**src/rtl/gun_dispatch.sv**
```systemverilog
// ============================================================================
// Module   : gun_dispatch
// Brief    : Operand FIFO, job launcher, hang watchdog and result collector
//            for the gun compute core (y = a*b + a^3, 8-bit).
// Revision : 1.0
// ============================================================================
`default_nettype none

module gun_dispatch #(
    parameter int DEPTH   = 4,
    parameter int TIMEOUT = 255
) (
    input  logic       clk_i,
    input  logic       rst_i,
    input  logic       in_valid_i,
    output logic       in_ready_o,
    input  logic [7:0] in_a_bi,
    input  logic [7:0] in_b_bi,
    output logic       core_start_o,
    output logic [7:0] core_a_bo,
    output logic [7:0] core_b_bo,
    input  logic       core_busy_i,
    input  logic [7:0] core_y_bi,
    output logic       out_valid_o,
    input  logic       out_ready_i,
    output logic [7:0] out_y_bo,
    output logic [7:0] out_a_bo,
    output logic [7:0] out_b_bo,
    output logic [2:0] fifo_count_o,
    output logic       timeout_o
);

    localparam int AW = (DEPTH > 1) ? $clog2(DEPTH) : 1;
    localparam int CW = $clog2(DEPTH + 1);
    localparam logic [CW-1:0] c_full    = CW'(DEPTH);
    localparam logic [7:0]    c_wd_last = 8'(TIMEOUT - 1);

    typedef enum logic [1:0] {
        S_FLUSH = 2'd0,
        S_IDLE  = 2'd1,
        S_START = 2'd2,
        S_WAIT  = 2'd3
    } state_t;

    state_t          r_state;
    state_t          w_next;

    logic [7:0]      r_mem_a [DEPTH];
    logic [7:0]      r_mem_b [DEPTH];
    logic [AW-1:0]   r_wr_ptr;
    logic [AW-1:0]   r_rd_ptr;
    logic [CW-1:0]   r_count;
    logic [7:0]      r_wd;

    logic            r_out_valid;
    logic [7:0]      r_out_y;
    logic [7:0]      r_out_a;
    logic [7:0]      r_out_b;
    logic [7:0]      r_core_a;
    logic [7:0]      r_core_b;
    logic            r_timeout;

    logic            w_push;
    logic            w_pop;
    logic            w_launch;
    logic            w_capture;
    logic            w_timeout_hit;
    logic            w_wd_hit;

    assign in_ready_o   = (r_count != c_full);
    assign w_push       = in_valid_i & in_ready_o;
    assign w_wd_hit     = (r_wd == c_wd_last);

    // The core takes its reset from our start line, so a dispatcher reset
    // also restarts the core with zero operands.
    assign core_start_o = rst_i | (r_state == S_START);
    assign core_a_bo    = r_core_a;
    assign core_b_bo    = r_core_b;
    assign out_valid_o  = r_out_valid;
    assign out_y_bo     = r_out_y;
    assign out_a_bo     = r_out_a;
    assign out_b_bo     = r_out_b;
    assign fifo_count_o = 3'(r_count);
    assign timeout_o    = r_timeout;

    always_ff @(posedge clk_i) begin
        if (rst_i) begin
            r_state <= S_FLUSH;
        end else begin
            r_state <= w_next;
        end
    end

    always_comb begin
        w_next        = r_state;
        w_launch      = 1'b0;
        w_capture     = 1'b0;
        w_pop         = 1'b0;
        w_timeout_hit = 1'b0;
        case (r_state)
            S_FLUSH: begin
                if (!core_busy_i) begin
                    w_next = S_IDLE;
                end else if (w_wd_hit) begin
                    w_next        = S_IDLE;
                    w_timeout_hit = 1'b1;
                end
            end
            S_IDLE: begin
                // Only launch when the output slot is free, so a capture can
                // never collide with an unconsumed result.
                if ((r_count != '0) && !r_out_valid) begin
                    w_next   = S_START;
                    w_launch = 1'b1;
                end
            end
            S_START: begin
                w_next = S_WAIT;
            end
            S_WAIT: begin
                if (!core_busy_i) begin
                    w_next    = S_IDLE;
                    w_capture = 1'b1;
                    w_pop     = 1'b1;
                end else if (w_wd_hit) begin
                    w_next        = S_IDLE;
                    w_timeout_hit = 1'b1;
                    w_pop         = 1'b1;
                end
            end
            default: begin
                w_next = S_FLUSH;
            end
        endcase
    end

    always_ff @(posedge clk_i) begin
        if (w_push) begin
            r_mem_a[r_wr_ptr] <= in_a_bi;
            r_mem_b[r_wr_ptr] <= in_b_bi;
        end
    end

    always_ff @(posedge clk_i) begin
        if (rst_i) begin
            r_wr_ptr <= '0;
            r_rd_ptr <= '0;
            r_count  <= '0;
        end else begin
            if (w_push) begin
                r_wr_ptr <= r_wr_ptr + 1'b1;
            end
            if (w_pop) begin
                r_rd_ptr <= r_rd_ptr + 1'b1;
            end
            case ({w_push, w_pop})
                2'b10:   r_count <= r_count + 1'b1;
                2'b01:   r_count <= r_count - 1'b1;
                default: r_count <= r_count;
            endcase
        end
    end

    // Watchdog runs in FLUSH and WAIT; it is zeroed while idle and on launch.
    always_ff @(posedge clk_i) begin
        if (rst_i) begin
            r_wd <= '0;
        end else if ((r_state == S_FLUSH) || (r_state == S_WAIT)) begin
            r_wd <= r_wd + 8'd1;
        end else begin
            r_wd <= '0;
        end
    end

    always_ff @(posedge clk_i) begin
        if (rst_i) begin
            r_timeout <= 1'b0;
        end else if (w_timeout_hit) begin
            r_timeout <= 1'b1;
        end
    end

    // Operands are latched on the launch decision and held for the whole job
    // because the core re-reads them while computing.
    always_ff @(posedge clk_i) begin
        if (rst_i) begin
            r_core_a <= '0;
            r_core_b <= '0;
        end else if (w_launch) begin
            r_core_a <= r_mem_a[r_rd_ptr];
            r_core_b <= r_mem_b[r_rd_ptr];
        end
    end

    always_ff @(posedge clk_i) begin
        if (rst_i) begin
            r_out_valid <= 1'b0;
            r_out_y     <= '0;
            r_out_a     <= '0;
            r_out_b     <= '0;
        end else if (w_capture) begin
            r_out_valid <= 1'b1;
            r_out_y     <= core_y_bi;
            r_out_a     <= r_core_a;
            r_out_b     <= r_core_b;
        end else if (r_out_valid && out_ready_i) begin
            r_out_valid <= 1'b0;
        end
    end

endmodule

`default_nettype wire

```
**config.mk**
```make
export PLATFORM = sky130hd
export DESIGN_NAME = gun_dispatch
export DESIGN_NICKNAME = d
export VERILOG_FILES = /design/src/rtl/gun_dispatch.sv
export SDC_FILE = /design/constraint.sdc
export NUM_CORES = 1
export LEC_CHECK = 0
export ABC_AREA = 1
export CAP_MARGIN = 10
export CELL_PAD_IN_SITES_DETAIL_PLACEMENT = 0
export CELL_PAD_IN_SITES_GLOBAL_PLACEMENT = 2
export CORE_ASPECT_RATIO = 0.5
export CORE_MARGIN = 1.5
export CORE_UTILIZATION = 36
export CTS_BUF_LIST = sky130_fd_sc_hd__clkbuf_16
export DETAILED_ROUTE_END_ITERATION = 10
export HOLD_SLACK_MARGIN = 0.02
export PLACE_DENSITY_LB_ADDON = 0.1
export SLEW_MARGIN = 40
export SYNTH_ARGS = -nofsm -noshare
export SYNTH_HDL_FRONTEND = slang
export SYNTH_SLANG_ARGS = --single-unit
```
**constraint.sdc**
```tcl
create_clock -name clk_i -period 4.2 [get_ports clk_i]
set_input_delay 0.63 -clock clk_i [delete_from_list [all_inputs] [get_ports clk_i]]
set_output_delay 0.63 -clock clk_i [all_outputs]
set_load 0.005 [all_outputs]
```
==> results of run 1 <==
==> final cells by class <==
type / instances / area (sq um)
clock inverters: 15 / 153.9
fillers: 1210 / 6568
well taps: 170 / 212.7
flip-flops and latches: 123 / 3103
clock buffers: 17 / 425.4
inverters: 29 / 111.4
repair buffers: 80 / 788.3
multi-input cells: 307 / 1483
==> where the power goes <==
group	leakage, nW	internal [mW]	switching [mW]
clock network	0.276	0.836	0.587
logic	1.04	0.247	0.291
registers	1.07	1.39	0.0791
==> cell families (layout without fill, tap and decap cells) <==
group | count (synthesis) | after routing
AOI/OAI and AO/OA | 110 | 110
adders and majority gates | 11 | 11
buffers and inverters | 51 | 141
DFF | 123 | 123
and+or+nand+nor | 186 | 186
==> Yosys cell counts <==
cell type  count  share of area (%)
inv_2          1              0.078
and3_1         1               0.13
ha_1          10                2.6
clkbuf_1       5               0.39
o21ai_0       78                8.1
o21ai_1       17                1.8
inv_4          1               0.13
edfxtp_1      64                 40
or2_2          1               0.13
nor2_1       144                 11
nand2_2        2               0.26
o21a_1         2               0.31
nand3_1        3               0.31
nand2_1       23                1.8
inv_1         27                2.1
buf_2          6               0.62
clkbuf_2       2               0.21
nor2_8         1               0.42
nor3b_1        1               0.16
nor2_2         5               0.65
a21oi_1       12                1.2
fa_1           1               0.42
nor2_4         1               0.23
dfxtp_1       59                 25
nor3_1         3               0.31
buf_4          7                1.1
a21oi_2        1               0.18
buf_6          2               0.47
nand2_4        1               0.23
==> state kept, by name, indices dropped and copies added (netlist names) <==
| signal | flops |
|---|---|
| r_mem_b | 32 |
| timeout_o | 1 |
| core_a_bo | 8 |
| r_mem_a | 32 |
| r_wd | 8 |
| r_state | 2 |
| core_b_bo | 8 |
| out_a_bo | 8 |
| fifo_count_o | 3 |
| r_rd_ptr | 2 |
| out_b_bo | 8 |
| out_y_bo | 8 |
| r_wr_ptr | 2 |
| out_valid_o | 1 |
==> per-layer routing <==
layer	part of all wire (%)	wire length [microns]	vias to the layer above
li1	-	-	1772
met1	56	5992	1534
met2	37	4022	73
met3	6.2	668	10
met4	1.0	111	0
met5	0	0	-
==> worst register-to-register path, delay by kind of cell (launching register included) <==
kind / cells / cell delay (ns)
buffers and inverters: 2 / 0.12
and+or+nand+nor: 6 / 0.49
DFF: 1 / 0.33
adders and majority gates: 3 / 0.68
AOI/OAI and AO/OA: 3 / 0.51
==> per-stage QoR <==
stage          setup slack (ns)  std cells  utilization [%]  area [sq um]  hold WS, ns
2_1_floorplan             2.302        481                -          4816       0.4297
3_3_place_gp              1.642        709            44.28          5688       0.4423
3_5_place_dp              1.605        709            44.36          5698       0.4577
4_1_cts                   1.702        741            48.87          6277       0.4720
5_1_grt                   1.653        741            48.87          6277       0.4961
6_report                  1.709        741            48.87          6277       0.4675
==> final timing paths <==
| check | cells past startpoint | slack (ns) | to |
|---|---|---|---|
| max | 3 | 1.71 | core_start_o |
| min reg2reg | 2 | 0.47 | r_wd[4] |
| min | 2 | 0.47 | r_wd[4] |
| max reg2reg | 14 | 1.98 | fifo_count_o[2] |
==> results by group, run 1 <==
Outcome
  – Status: finished with violations
  – Failing checks: design-rule violations

Clock network
  – H-tree depth: 4
  – Clock buffer depth: 2
  – Number of CTS-inserted buffers: 17
  – Reg clk slew, reported paths: 0.06 ns
  – Worst-Skew Late Latency: a little over 0.4 ns
  – Cts repair resizes: 0
  – Post-CTS Setup Inserts: 0
  – Root buffer cell: clkbuf_16
  – Hold bufs inserted after CTS: 0
  – CTS tree: yes
  – Clock net sink count: 123

Synthesis
  – Synthesized flop and latch total: 123
  – Simple-gate share of the synthesized area: around 16%
  – Mapped Area: 4816 sq um
  – Largest family of logic cells by synthesized area: simple AND/OR/NAND/NOR gates
  – Mux cell area share after synthesis: 0%
  – Register area share after synthesis: about 64%
  – Post-synthesis adder-cell area fraction: under 10%
  – Compound-Gate Fraction of Synth Area: 11.61%
  – Syn avg cell area: about 10 sq um
  – XOR/XNOR share of the synthesized area: 0%
  – Synth cell types: 29
  – Post-Syn Instances: between 400 and 500
  – Post-Syn Nets: roughly 520
  – Warnings, synthesis: 0

Power and ir drop
  – Peak supply drop: between 150 and 200 uV
  – LEAKAGE: 2.379 nW
  – Pwr Density: around 550 nW/um^2
  – Tot Pwr: 3.428 mW

Setup path
  – WP data arrival: 1.86 ns
  – Worst EP required: roughly 3.6 ns
  – Crit Path Max Fanout: 5
  – Startpoint types: primary input
  – Crit. End Element: output port
  – Most used cell, CP: clkdlybuf4s50_1
  – Slowest CP cell: clkdlybuf4s50_1
  – CP delay by family, top: buffers and inverters
  – Critical Path Source: rst_i
  – Worst flop-to-flop path startpoint: r_wd[0]
  – Critical path class: primary input to output port
  – CP max stage delay: 0.48 ns
  – CP bufs+invs: 2
  – Worst-path cell chain: clkdlybuf4s50_1 > or2_2 > clkdlybuf4s50_1

STA
  – RSZ-0062 raised after global routing: no
  – # setup viols final: 0
  – Slew @ Worst Pin: 0.7584 ns
  – Setup_tns: 0 ns
  – Hold Fails Final Rpt: 0
  – Crit path time final: around 2.5 ns
  – Worst Skew: approximately 0.011 ns
  – Slew margin rel.: 49.38%
  – Slew Limit Fails: 0
  – Tcrit/Tclk final: ~59%
  – Fmax: ~0.4 GHz

Detailed routing
  – Vias per cell: roughly 4.6
  – DRT Wirelength: 10.80 mm
  – First-pass detailed-route iteration total: 9
  – DRC viols: 9
  – Detail Route Antenna Nets: 0
  – DR WL/cell: around 15 microns
  – Iteration-0 DRC Markers: about 220
  – Vias: ~3400

Finish
  – Most frequent cells in the layout: 142 x nor2_1, 78 x o21ai_0, 75 x clkdlybuf4s50_1, 64 x edfxtp_1, 59 x dfxtp_1
  – Fraction of layout cells with a size suffix above 1: a little under a tenth
  – Synth-to-Final Area Change: 30.35%
  – Ant. Diodes: 0
  – Final net count: 598
  – Commonest non-fill, non-tap cell in the layout: nor2_1

Placement
  – Port Buffer Count: 75
  – HPWL Detailed: 6.849 mm
  – Final Wtd Congestion: ~0.72

GRT
  – Grt total ovfl: 0
  – Initial antenna violation count: 0
  – GRT met3 Usage: ~4.7%
  – Global-route wire length before repair: about 18 mm
  – GRT Total Usage: between 10% and 20%
  – Top Usage Layer GRT: met1
  – Vias in the first global route: 3261
  – Largest net degree at the start of global routing: 50
  – GR Util met1: about a quarter
  – GRT met2 Usage: between 20% and 30%

Floorplan
  – Die height: about 85 microns
  – Ports: between 70 and 80
  – Core Box Area: 12840 sq um
  – Die Area: about 14000 sq um
  – Die width: around 170 microns
  – Placement Rows: 29
  – Initial Util: between 30% and 40%

Worst hold path
  – Min-delay src: r_wd[4]
  – Worst Hold Class: flip-flop to flip-flop

Run
  – Max Cap Violations: 0
(Power assumes the default switching activity.)
==> inputs of run 2 (changes only) <==
CORE_UTILIZATION = 30   (was 36)
clock period = 2.1 ns   (was 4.2 ns; I/O delays follow)
==> run 2 against run 1 <==
Net effect: the run now ends clean; sequential share of layout area is 1.2 points lower; count of clock-buffer cells in the layout stayed put; cell area increased by 2.6%; total power grew 99%; critical path type is now flip-flop to output port; largest power group unchanged.
==> results by group, run 2 (same netlist as run 1, synthesis figures left out) <==
Detailed routing
  – DR WL/cell: between 10 and 15 microns
  – Vias per cell: around 4.4
  – First-pass detailed-route iteration total: 5
  – Detail Route Antenna Nets: 0
  – DRT Wirelength: ~12 mm
  – DRC viols: 0
  – Iteration-0 DRC Markers: 186
  – Vias: roughly 3400

Setup path
  – Crit Path Max Fanout: 4
  – Worst flop-to-flop path startpoint: r_wd[0]
  – Critical Path Source: r_state[0]
  – Worst-path cell chain: inv_1 > ha_1 > or2_2 > clkdlybuf4s50_1
  – Critical path class: flip-flop to output port
  – Slowest CP cell: clkdlybuf4s50_1
  – Crit. End Element: output port
  – Startpoint types: flip-flop
  – WP data arrival: 1.68 ns
  – CP max stage delay: 0.44 ns
  – Worst EP required: ~1.8 ns

Clock network
  – H-tree depth: 4
  – Clock buffer depth: 2
  – Worst-Skew Late Latency: between 0.4 and 0.5 ns
  – Hold bufs inserted after CTS: 0
  – Reg clk slew, reported paths: ~0.06 ns
  – Clock net sink count: between 100 and 150
  – CTS tree: yes
  – Number of CTS-inserted buffers: 17
  – Root buffer cell: clkbuf_16

Power and ir drop
  – Flop pwr share: ~43%
  – Pwr Density: about 1100 nW/um^2
  – Sw power: ~2.0 mW
  – Clock power share: 40.2%
  – LEAKAGE: 2.451 nW
  – Peak supply drop: 566.7 uV
  – Internal power: ~4.9 mW
  – Comb pwr share: between 15 and 20%
  – Sw Ratio: between 20% and 30%

GRT
  – Global-route wire length before repair: between 15 and 20 mm
  – GRT Total Usage: between 10 and 15%
  – Largest net degree at the start of global routing: 50
  – Vias in the first global route: ~3400
  – Grt total ovfl: 0
  – Initial antenna violation count: 0

Finish
  – Most frequent cells in the layout: 143 x nor2_1, 77 x o21ai_0, 75 x clkdlybuf4s50_1, 64 x edfxtp_1, 56 x dfxtp_1
  – Area taken by flip-flops and latches: a little over 3000 sq um
  – Ant. Diodes: 0
  – Area of the multi-input gates: about 1500 sq um
  – Synth-to-Final Area Change: 33.67%
  – Final net count: around 600
  – Commonest non-fill, non-tap cell in the layout: nor2_1
  – # fillers: between 1500 and 2000
  – Fraction of layout cells with a size suffix above 1: ~12%
  – Biggest regs: r_mem_a (32), r_mem_b (32)
  – Non-Filler Instances: between 700 and 800

Floorplan
  – Die height: between 90 and 100 microns
  – Initial Util: 31.00%
  – Die Area: 16870 sq um
  – Ports: between 70 and 80
  – Core Box Area: approximately 16000 sq um
  – Placement Rows: 32
  – Die width: 182.2 microns

STA
  – Crit path time final: between 1.5 and 2 ns
  – Setup_tns: 0 ns
  – Slew margin rel.: between 60% and 70%
  – # setup viols final: 0
  – Fmax: between 0.5 and 0.6 GHz
  – RSZ-0062 raised after global routing: yes
  – Slew @ Worst Pin: ~0.58 ns
  – Tcrit/Tclk final: between 90 and 100%
  – Worst Skew: ~0.011 ns
  – Slew Limit Fails: 0
  – Hold Fails Final Rpt: 0

Worst hold path
  – Min-delay src: r_wd[0]
  – Worst Hold Class: flip-flop to flip-flop

Run
  – Max Cap Violations: 0

Placement
  – HPWL Detailed: around 7.3 mm
  – Final Wtd Congestion: about 0.73
  – Port Buffer Count: 75
  – Dpl cells: approximately 750

Outcome
  – Status: complete, no violations
==> run 2: cell types whose count changed in the layout (fill, tap and decap cells not counted), sizes merged <==
cell / before / now
clkinv: 2 / 4
buf: 5 / 19
clkinvlp: 3 / 2
bufinv: 1 / 0
==> run 2: through the flow <==
stage / cell area (sq um) / hold WS [ns] / worst slack (ns) / util (%) / power [mW]
after floorplan: 4816 / 0.3841 / 0.2023 / - / 3.542
after global placement: 5846 / 0.4475 / 0.03711 / 37.63 / 4.124
after detailed placement: 5846 / 0.4533 / 0.009538 / 37.63 / 4.115
after CTS: 6400 / 0.4663 / 0.02383 / 41.20 / 6.906
after global routing: 6437 / 0.4325 / -0.06836 / 41.44 / 7.211
final: 6437 / 0.4187 / 0.1003 / 41.44 / 6.824
==> run 2: worst paths after layout <==
kind | to | slack, ns | depth (start not counted)
max | core_start_o | 0.10 | 4
min | r_wd[0] | 0.42 | 1
max reg2reg | fifo_count_o[2] | 0.12 | 14
min reg2reg | r_wd[0] | 0.42 | 1
==> run 2: power groups by stage <==
stage / combinational [mW] / sequential [mW] / clock (mW)
after global routing: 1.28 / 2.98 / 2.95
after floorplan: 0.585 / 2.96 / 0
after detailed placement: 1.12 / 2.99 / 0
after CTS: 1.13 / 2.94 / 2.83
after global placement: 1.13 / 2.99 / 0
final: 1.13 / 2.95 / 2.75
==> run 2: layer usage <==
metal	vias to the layer above	track usage (%)	routed length, microns
met5	-	0	0
met4	0	4.545	49
met3	4	4.208	488
met2	66	20.88	4694
met1	1580	21.11	6297
li1	1787	-	-
==> run 2: critical path, delay by kind of cell, from the launching register on <==
family,cells,cell delay (ns)
buffers and inverters,2,0.49
flip-flops,1,0.35
AND/OR/NAND/NOR,1,0.26
adder cells (fa/ha/maj),1,0.18
==> run 2: final cells by class <==
| type | count | share of cell area (%) |
|---|---|---|
| inverter | 29 | 1.730 |
| clock buffer | 17 | 6.608 |
| clock inverter | 15 | 2.002 |
| tap | 204 | 3.965 |
| sequential | 123 | 48.26 |
| timing repair buffer | 94 | 14.46 |
| multi-input combinational | 307 | 22.97 |
==> run 2: what timing repair did <==
action,4_1_cts,5_1_grt
setup buffers,0,3
gates resized for setup,0,10
endpoints found under the setup margin,0,2
